==> src/rtl/cpu_player_pkg.sv <==
// Shared types and sizing helpers for the computer-controlled player.
package cpu_player_pkg;

  typedef enum logic [1:0] {
    IDLE  = 2'd0,
    PRESS = 2'd1,
    HOLD  = 2'd2
  } state_e;

  // Width of the saturating press counter.
  localparam int CNT_W = 8;

  // Hold-off counter width: enough to hold HOLDOFF_CYCLES, never below 1 bit.
  function automatic int hold_w(input int cycles);
    return (cycles < 1) ? 1 : $clog2(cycles + 1);
  endfunction

endpackage

==> src/rtl/cpu_player_if.sv <==
// Game-side bundle for cpu_player: control/level/LFSR in, press pulse out.
// press_count exists only when CPU_PLAYER_COUNT_EN is defined.
interface cpu_player_if
  import cpu_player_pkg::*;
#(
  parameter int WIDTH = 10
);
  logic             enable;
  logic             freeze;
  logic [WIDTH-1:0] level;
  logic [WIDTH-1:0] lfsr;
  logic             press;
`ifdef CPU_PLAYER_COUNT_EN
  logic [CNT_W-1:0] press_count;

  modport master (output enable, freeze, level, lfsr, input press, press_count);
  modport slave  (input enable, freeze, level, lfsr, output press, press_count);
`else
  modport master (output enable, freeze, level, lfsr, input press);
  modport slave  (input enable, freeze, level, lfsr, output press);
`endif
endinterface

==> src/rtl/cpu_player.sv <==
// Computer player: fires a one-cycle press when level > lfsr, then waits
// HOLDOFF_CYCLES idle cycles before it may fire again. freeze forces IDLE.
// Optional saturating press counter under CPU_PLAYER_COUNT_EN.
module cpu_player
  import cpu_player_pkg::*;
#(
  parameter int WIDTH          = 10,
  parameter int HOLDOFF_CYCLES = 3
) (
  input  logic         clk,
  input  logic         reset,
  cpu_player_if.slave  bus
);

  localparam int            HW        = hold_w(HOLDOFF_CYCLES);
  localparam logic [HW-1:0] HOLD_LOAD = HW'(HOLDOFF_CYCLES);

  logic [WIDTH-1:0] level, lfsr;
  logic             fire;
  state_e           state_q, state_d;
  logic [HW-1:0]    cnt_q, cnt_d;
  logic             press_q, press_d;

  assign level = bus.level;
  assign lfsr  = bus.lfsr;

  // Strict unsigned compare; freeze overrides a same-cycle fire.
  assign fire = bus.enable && !bus.freeze && (level > lfsr);

  // Next-state and hold-off counter; freeze aborts from any state.
  always_comb begin
    state_d = state_q;
    cnt_d   = cnt_q;
    if (bus.freeze) begin
      state_d = IDLE;
      cnt_d   = '0;
    end else begin
      case (state_q)
        IDLE: if (fire) state_d = PRESS;
        PRESS: begin
          if (HOLDOFF_CYCLES == 0) begin
            state_d = IDLE;
            cnt_d   = '0;
          end else begin
            state_d = HOLD;
            cnt_d   = HOLD_LOAD;
          end
        end
        HOLD: begin
          cnt_d = cnt_q - HW'(1);
          if (cnt_q <= HW'(1)) state_d = IDLE;
        end
        default: begin
          state_d = IDLE;
          cnt_d   = '0;
        end
      endcase
    end
  end

  // press is a flop mirroring state==PRESS, so no input reaches it combinationally.
  assign press_d = (state_d == PRESS);

`ifdef CPU_PLAYER_COUNT_EN
  logic [CNT_W-1:0] count_q, count_d;

  // Count completed PRESS cycles, sticking at all-ones; freeze does not clear.
  always_comb begin
    count_d = count_q;
    if (state_q == PRESS && count_q != {CNT_W{1'b1}}) count_d = count_q + CNT_W'(1);
  end

  assign bus.press_count = count_q;
`endif

  // FSM, hold-off counter, registered press and optional press counter.
  always_ff @(posedge clk or posedge reset) begin
    if (reset) begin
      state_q <= IDLE;
      cnt_q   <= '0;
      press_q <= 1'b0;
`ifdef CPU_PLAYER_COUNT_EN
      count_q <= '0;
`endif
    end else begin
      state_q <= state_d;
      cnt_q   <= cnt_d;
      press_q <= press_d;
`ifdef CPU_PLAYER_COUNT_EN
      count_q <= count_d;
`endif
    end
  end

  assign bus.press = press_q;

endmodule

==> src/flat_wrapper.sv <==
// flat-port wrapper written by rule: the top's interface ports become plain ports
module cpu_player_flat import cpu_player_pkg::*;
#(
  parameter int WIDTH          = 10,
  parameter int HOLDOFF_CYCLES = 3
)
  (clk, reset, bus_enable, bus_freeze, bus_level, bus_lfsr, bus_press);
  cpu_player_if #(.WIDTH(WIDTH)) bus_i ();
  input  logic clk;
  input  logic reset;
  input wire logic [$bits(bus_i.enable)-1:0] bus_enable;
  input wire logic [$bits(bus_i.freeze)-1:0] bus_freeze;
  input wire logic [$bits(bus_i.level)-1:0] bus_level;
  input wire logic [$bits(bus_i.lfsr)-1:0] bus_lfsr;
  output wire logic [$bits(bus_i.press)-1:0] bus_press;
  assign bus_i.enable = bus_enable;
  assign bus_i.freeze = bus_freeze;
  assign bus_i.level = bus_level;
  assign bus_i.lfsr = bus_lfsr;
  assign bus_press = bus_i.press;
  cpu_player #(.WIDTH(WIDTH), .HOLDOFF_CYCLES(HOLDOFF_CYCLES)) u_core (.clk(clk), .reset(reset), .bus(bus_i));
endmodule
==> config.mk <==
export PLATFORM = sky130hd
export DESIGN_NAME = cpu_player_flat
export DESIGN_NICKNAME = d
export VERILOG_FILES = /design/src/rtl/cpu_player_pkg.sv /design/src/rtl/cpu_player_if.sv /design/src/rtl/cpu_player.sv /design/src/flat_wrapper.sv
export SDC_FILE = /design/constraint.sdc
export NUM_CORES = 1
export LEC_CHECK = 0
export CAP_MARGIN = 15
export CORE_MARGIN = 2
export CORE_UTILIZATION = 44
export DETAILED_ROUTE_END_ITERATION = 10
export PLACE_DENSITY = 0.84
export SETUP_SLACK_MARGIN = 0.1
export SLEW_MARGIN = 20
export SYNTH_ARGS = -nofsm -noshare
export SYNTH_HDL_FRONTEND = slang
export SYNTH_SLANG_ARGS = --single-unit
==> constraint.sdc <==
create_clock -name clk -period 4.2 [get_ports clk]
set_input_delay 0.63 -clock clk [delete_from_list [all_inputs] [get_ports clk]]
set_output_delay 0.63 -clock clk [all_outputs]
set_load 0.03 [all_outputs]
Word level (Yosys, flattened, before mapping)
Cells that the tools add are included.
Widths: inputs -> output; s select.
{ "word_totals": {"register_bits": 5, "latch_bits": 0, "mem_bits_rw": 0, "romBits": 0, "in_bits": 24, "out_inout_bits": 1, "elab_cells": 20, "mem_count": 0} }
{ "classes": {"n_addsub": 1, "mul": 0, "div": 0, "magnitude_cmp": 2, "n_eq_ne": 4, "shifts": 0, "muxes": 6, "bitwise_logic": 0, "n_reduce_logical": 4} }
{ "ops": {"columns": ["operator", "count"], "rows": [
  ["$pmux 2 s3", 2],
  ["$gt 10x10->1", 1],
  ["$mux 2", 4],
  ["$eq 2x1->1 const B", 2],
  ["$eq 2x2->1 const B", 1],
  ["$le 2x1->1 const B", 1],
  ["$logic_and 1x1->1", 2],
  ["$logic_not 2->1", 1],
  ["$ne 2x2->1 const B", 1],
  ["$sub 2x1->2 const B", 1],
  ["$logic_not 1->1", 1]
]} }

Depth between registers and ports, before layout
Gate-level depths: netlist of the first run.
{ "depth": {"word_depth": 7, "depth_mapped": 6, "mapped_depth_nobuf": 6} }

Worst setup path before layout of the first run
OpenSTA, ideal clock, no wires.
{ "synth_path": {"path_type": "input to register", "from": "input port bus_lfsr[5]", "to": "register u_core.press_q (netlist: u_core.bus.press)", "setup_time_ps": 133, "arrival_time_ps": 1656, "slack_ps": 2412, "cell_stages": 6, "path_buffers": 0, "path_cell_list": "inv_1 ha_1 a21oi_1 o21ai_0 a2111oi_2 o21ai_1"} }
{ "synth_via": {"elab_chain_len": 6} }
{ "synth_rtl": {"columns": ["element", "line_no", "rtl"], "rows": [
  ["start: declaration", "flat_wrapper.sv:14", "input wire logic [$bits(bus_i.lfsr)-1:0] bus_lfsr;"],
  ["$gt 10x10->1", "cpu_player.sv:28", "assign fire = bus.enable && !bus.freeze && (level > lfsr);"],
  ["$logic_and 1x1->1", "cpu_player.sv:28", null],
  ["$mux 2", "cpu_player.sv:39", "IDLE: if (fire) state_d = PRESS;"],
  ["$pmux 2 s3", "cpu_player.sv:38", "case (state_q)"],
  ["$mux 2", "cpu_player.sv:34", "if (bus.freeze) begin"],
  ["$eq 2x1->1", "cpu_player.sv:62", "assign press_d = (state_d == PRESS);"],
  ["via u_core.press_d", "cpu_player.sv:22", "logic press_q, press_d;"],
  ["end signal: assignment", "cpu_player.sv:88", "press_q <= press_d;"],
  ["end: declaration", "cpu_player.sv:22", null]
]} }
The timed path passes the listed nets, and every way through them passes these cells.
A chain may end at the register's enable or synchronous reset.

Worst setup path in the final report of the first run
Same ends and word-level chain as after synthesis.

==> impl_metrics.yaml, run 1 <==
run_status:
  status: "finished clean"
yosys:
  ys.flop_type: "dfrtp_1"
  synth_xor_area_frac: 0
  synth_edf_count: 0
  synthesis.area_sq_um: 594
  ys_top_cells_by_area: "ha_1 (32%), dfrtp_1 (21%), inv_1 (12%)"
  synth_nets: 112
  synth-simple-area-share: 0.162
  synth_compound_area_frac: 0.192
  yosysTopAreaCell: "ha_1"
  synth-seq-cells: 5
  seq_area_frac_synth: 0.211
  synth_adder_area_share: 0.316
  synthCells: 73
  post_synth.cell_area_avg_sq_um: 8.14
  ys_types: 21
  ys_warn_count: 0
  synth_top_family_by_area: "adder cells"
  synth_top_area_frac: 0.316
  synth_mux_area_frac: 0
  synthArstFlopShare: 1.00
grt:
  grt_max_degree: 9
  grt_pass1_vias: 518
  grt-ovfl-total: 0
  gr-usage-all-layers: 0.175
  grt_pass1_wl_mm: 1.93
  antenna_found_initial: 0
clock_network:
  cts.hold.buffers_added: 0
  cts_sinks: 5
  cts_buffer_depth: 2
  cts_setup_buffers: 0
  clkLatencyLatePin_ps: 250
  cts_buffers: 3
  postCtsResizedCells: 0
  htreeDepth: 1
  clk_pin_slew_worst_paths_ps: 50
  clock-root-buffer: "clkbuf_4"
  cts_tree: "built"
drt:
  wl_met3_um: 44
  viasPerCell: 5.14
  firstDrtPassIters: 2
  top_layer: "met4"
  wl_met1_um: 506
  wl_per_cell_um: 10.5
  via_count: 596
  wl_mm: 1.22
  drt_iter0_drc: 6
  wl_met2_um: 614
  drc: 0
  ant_nets: 0
floorplanning:
  die-area_sq_um: 1660
  rows: 13
  ios: 25
  fp.dieW_um: 40.8
  die_h_um: 40.8
  core-area_sq_um: 1280
  start_util: 0.463
timing:
  slew_headroom: 0.759
  slew_viol_final: 0
  setup_violations: 0
  post-route-min-period_ps: 2130
  setup_tns_ps: 0
  skew_ps: 4.82
  finalCritPeriodShare: 0.508
  timing.final.ws_setup_ps: 2070
  worst_slew_pin_slew_ps: 361
  finalHoldViolCount: 0
  grt_setup_unrepaired: "no"
  fmax_ghz: 0.469
placement:
  hpwl_mm: 1.10
  place_ws_ps: 1810
  numPortBuffers: 24
  gp_congestion: 0.750
worst_setup_path:
  critPathMaxFanout: 3
  cp_top_family: "compound AO/OA/AOI/OAI gates"
  cp_num_buf_inv: 2
  slowest_delay_ps: 450
  path_cells: "clkdlybuf4s50_1 > inv_1 > ha_1 > a21oi_1 > o21ai_0 > a2111oi_2 > o21ai_1"
  slowest_stage: "clkdlybuf4s50_1"
  critPathArrivalTime_ps: 2250
  cp-end-kind: "flip-flop"
  path_class: "in2reg"
  worstPathRequired_ps: 4310
  cp-start-kind: "primary input"
finish:
  fillers: 115
  area_growth_syn_to_layout_pct: 48.0
  drive_above_1_share: 0.0495
  final_cell_mix: "clkdlybuf4s50_1 (24), inv_1 (19), ha_1 (15)"
  layout_commonest_cell: "clkdlybuf4s50_1"
  n_antenna_cell: 0
  nets: 141
pwr:
  p_total_mw: 0.168
  power_density_nw_per_um2: 191
  p_leak_nw: 0.443
  peakVddDrop_mv: 0.101
job:
  cap_violations: 0
worst_hold_path:
  hp-class: "reg2reg"
worst register-to-register path: cells and delay by family, from the launching register on:
family                     cells  cell delay [ps]
AOI/OAI and AO/OA              2              420
adders and majority gates      1              240
buffers and inverters          1              100
DFF                            1              480
and+or+nand+nor                2              290
per-stage QoR:
step	util	instances	hold WS, ps	area, sq um
6_report	0.685	116	569	880
5_1_grt	0.685	116	587	880
4_1_cts	0.685	116	574	880
3_5_place_dp	0.664	112	567	853
3_3_place_gp	0.664	112	557	853
2_1_floorplan	-	73	409	594
routing by layer:
metal | vias up | track usage
met5 | - | 0
met4 | 0 | 0.125
met3 | 6 | 0.0217
met2 | 24 | 0.310
met1 | 261 | 0.191
li1 | 305 | -
final timing paths:
kind	from	slack, ps	cells after the start	endpoint
max	bus_lfsr[5]	2070	7	u_core.bus.press$_DFF_PP0_
min	u_core.cnt_q[0]$_DFFE_PP0P_	570	2	u_core.cnt_q[0]$_DFFE_PP0P_
max reg2reg	u_core.state_q[0]$_DFF_PP0_	2590	6	u_core.bus.press$_DFF_PP0_
min reg2reg	u_core.cnt_q[0]$_DFFE_PP0P_	570	2	u_core.cnt_q[0]$_DFFE_PP0P_
max in group asynchronous	reset	3440	2	u_core.cnt_q[1]$_DFFE_PP0P_
min in group asynchronous	reset	590	2	u_core.state_q[0]$_DFF_PP0_
cell usage after synthesis, types with 2 or more instances:
cell type  instances
a211oi_1           2
a21oi_1            5
dfrtp_1            5
ha_1              15
inv_1             19
nand2_1            5
nand3_1            2
nand4_1            2
nor2_1             3
nor3b_1            2
o21ai_0            2
o21ai_1            2
kinds of logic after synthesis:
family,Yosys count
DFF,5
buffers and inverters,19
and+or+nand+nor,18
AOI/OAI and AO/OA,16
adders and majority gates,15
sequential cells by signal, indices dropped and copies added (netlist names):
register	cells
u_core.bus.press	1
u_core.state_q	2
u_core.cnt_q	2
final cells by class:
| type | count | area [sq um] | share of cell area |
|---|---|---|---|
| Tap cell | 15 | 18.8 | 0.0213 |
| Sequential cell | 5 | 125 | 0.142 |
| Inverter | 19 | 71.3 | 0.0811 |
| Clock buffer | 4 | 26.3 | 0.0299 |
| Multi-Input combinational cell | 49 | 398 | 0.452 |
| Timing Repair Buffer | 24 | 240 | 0.273 |
where the power goes:
| group | internal, mW | switching (mW) |
|---|---|---|
| clock | 0.0360 | 0.0217 |
| combinational | 0.0339 | 0.0242 |
| sequential | 0.0500 | 0.00221 |
No activity file was read; power rests on OpenSTA's default activity.
==> run 2: changes to the inputs <==
--- a/config.mk
+++ b/config.mk
@@ -7,9 +7,9 @@
 export LEC_CHECK = 0
 export CAP_MARGIN = 15
 export CORE_MARGIN = 2
-export CORE_UTILIZATION = 44
+export CORE_UTILIZATION = 37
 export DETAILED_ROUTE_END_ITERATION = 10
-export PLACE_DENSITY = 0.84
+export PLACE_DENSITY = 0.76
 export SETUP_SLACK_MARGIN = 0.1
 export SLEW_MARGIN = 20
 export SYNTH_ARGS = -nofsm -noshare
==> constraint.sdc (replaced) <==
create_clock -name clk -period 1.7 [get_ports clk]
set_input_delay 0.255 -clock clk [delete_from_list [all_inputs] [get_ports clk]]
set_output_delay 0.255 -clock clk [all_outputs]
set_load 0.03 [all_outputs]
==> run 2 against run 1 <==
Compared with the run above: critical endpoint unchanged; clock skew is 0.51 ps higher; count of clock-buffer cells in the layout stayed put; register-to-register slack worse by 2300 ps; cell count is 2.6% higher; highest routed layer unchanged; combinational power grew to 3.1 times the previous value; setup slack worse by 1900 ps; non-clock buffer count is 2 higher; total power grew to 2.7 times the previous value; core utilization is 1.1 points higher; largest power group unchanged; critical path depth is 1 lower; first-iteration DRC count is 50% lower.
==> impl_metrics.yaml, run 2 (synthesis results as in run 1) <==
run_status:
  status: "finished clean"
timing:
  timing.final.ws_setup_ps: 181
  skew_ps: 5.33
  fmax_ghz: 0.658
  finalHoldViolCount: 0
  slew_viol_final: 0
  grt_setup_unrepaired: "no"
  worst_slew_pin_slew_ps: 308
  slew_headroom: 0.794
  post-route-min-period_ps: 1520
  setup_violations: 0
  finalCritPeriodShare: 0.894
floorplanning:
  core-area_sq_um: 1510
  start_util: 0.395
  rows: 14
  fp.dieW_um: 44.1
  die-area_sq_um: 1940
  die_h_um: 44.1
  ios: 25
clock_network:
  cts_tree: "built"
  clkLatencyLatePin_ps: 240
  cts_sinks: 5
  clk_pin_slew_worst_paths_ps: 40
  cts_buffer_depth: 2
  clock-root-buffer: "clkbuf_4"
  cts_buffers: 3
  cts.hold.buffers_added: 0
  htreeDepth: 1
finish:
  drive_above_1_share: 0.243
  multi_input_area_sq_um: 519
  layout_commonest_cell: "dlymetal6s2s_1"
  register_area_sq_um: 125
  layout.cells.non_filler: 119
  fillers: 127
  nets: 143
  area_growth_syn_to_layout_pct: 76.2
  n_antenna_cell: 0
  final_cell_mix: "dlymetal6s2s_1 (13), inv_1 (12), clkdlybuf4s50_1 (9)"
grt:
  gr-usage-all-layers: 0.168
  grt_pass1_vias: 640
  grt-ovfl-total: 0
  met2_usage: 0.338
  gr-max-usage-layer: "met2"
  antenna_found_initial: 0
  use_met3: 0.0490
  grt_pass1_wl_mm: 2.44
  grt_max_degree: 8
  met1_usage: 0.172
drt:
  wl_mm: 1.46
  ant_nets: 0
  via_count: 602
  wl_per_cell_um: 12.3
  viasPerCell: 5.06
  firstDrtPassIters: 3
  drt_iter0_drc: 3
  drc: 0
worst_setup_path:
  worstPathRequired_ps: 1810
  rrSetupSlack_ps: 240
  cp-end-kind: "flip-flop"
  path_class: "in2reg"
  rr_startpoint: "u_core.cnt_q[0]$_DFFE_PP0P_"
  reg2reg_depth: 5
  rr_endpoint: "u_core.bus.press$_DFF_PP0_"
  cp-start-kind: "primary input"
  critPathMaxFanout: 2
  critPathArrivalTime_ps: 1630
placement:
  hpwl_mm: 1.08
  numPortBuffers: 24
  place_ws_ps: -306
  gp_congestion: 0.771
  dp.cells: 114
pwr:
  peakVddDrop_mv: 0.296
  power_density_nw_per_um2: 425
  p_leak_nw: 0.569
  p_total_mw: 0.445
worst_hold_path:
  hp-class: "in2async"
job:
  cap_violations: 0
[run 2: power by group]
part,internal (mW),switching (mW),total [mW]
clock network,0.0887,0.0477,0.136
logic,0.101,0.0820,0.183
registers,0.124,0.00247,0.126
total,0.313,0.132,0.445
[run 2: critical path, cell delays in order]
cell and delay [ps]:
clkdlybuf4s50_1 400, ha_1 280, nand4_1 140, o311a_1 400, nand3_1 90, o21ai_1 60
[run 2: worst max-delay path by stage]
stage | start | endpoint | slack [ps] | cells past startpoint
3_3_place_gp | bus_lfsr[3] | u_core.state_q[0]$_DFF_PP0_ | -280 | 7
4_1_cts | bus_lfsr[4] | u_core.state_q[0]$_DFF_PP0_ | 100 | 7
5_1_grt | bus_level[2] | u_core.bus.press$_DFF_PP0_ | 120 | 6
3_5_place_dp | bus_lfsr[5] | u_core.state_q[0]$_DFF_PP0_ | -310 | 7
6_report | bus_level[2] | u_core.bus.press$_DFF_PP0_ | 180 | 6
2_1_floorplan | bus_lfsr[5] | u_core.bus.press$_DFF_PP0_ | 290 | 6
[run 2: metal layers]
metal	routed length, um	up-vias
met2	757	21
met4	12	0
met1	622	270
met3	67	2
met5	0	-
li1	-	309
[run 2: area by class of cell]
cell class,instances,area share
Multi-Input combinational cell,49,0.496
Timing Repair Buffer,26,0.272
Sequential cell,5,0.119
Inverter,19,0.0681
Clock buffer,4,0.0251
Tap cell,16,0.0191
[run 2: through the flow]
stage                     instance area [sq um]  hold WS, ps  setup TNS [ps]  utilization
final                                      1050          202               0        0.695
after CTS                                   966          200               0        0.641
after detailed placement                    862          463            -600        0.572
after global routing                       1050          221               0        0.695
after floorplan                             594         33.5               0            -
after global placement                      862          463            -539        0.572
[run 2: what timing repair did]
action / 4_1_cts / 5_1_grt
hold endpoints to repair: 0 / 0
gates resized for setup: 12 / 24
endpoints found under the setup margin: 2 / 2
buffers inserted: 0 / 1
pin swaps: 13 / 13
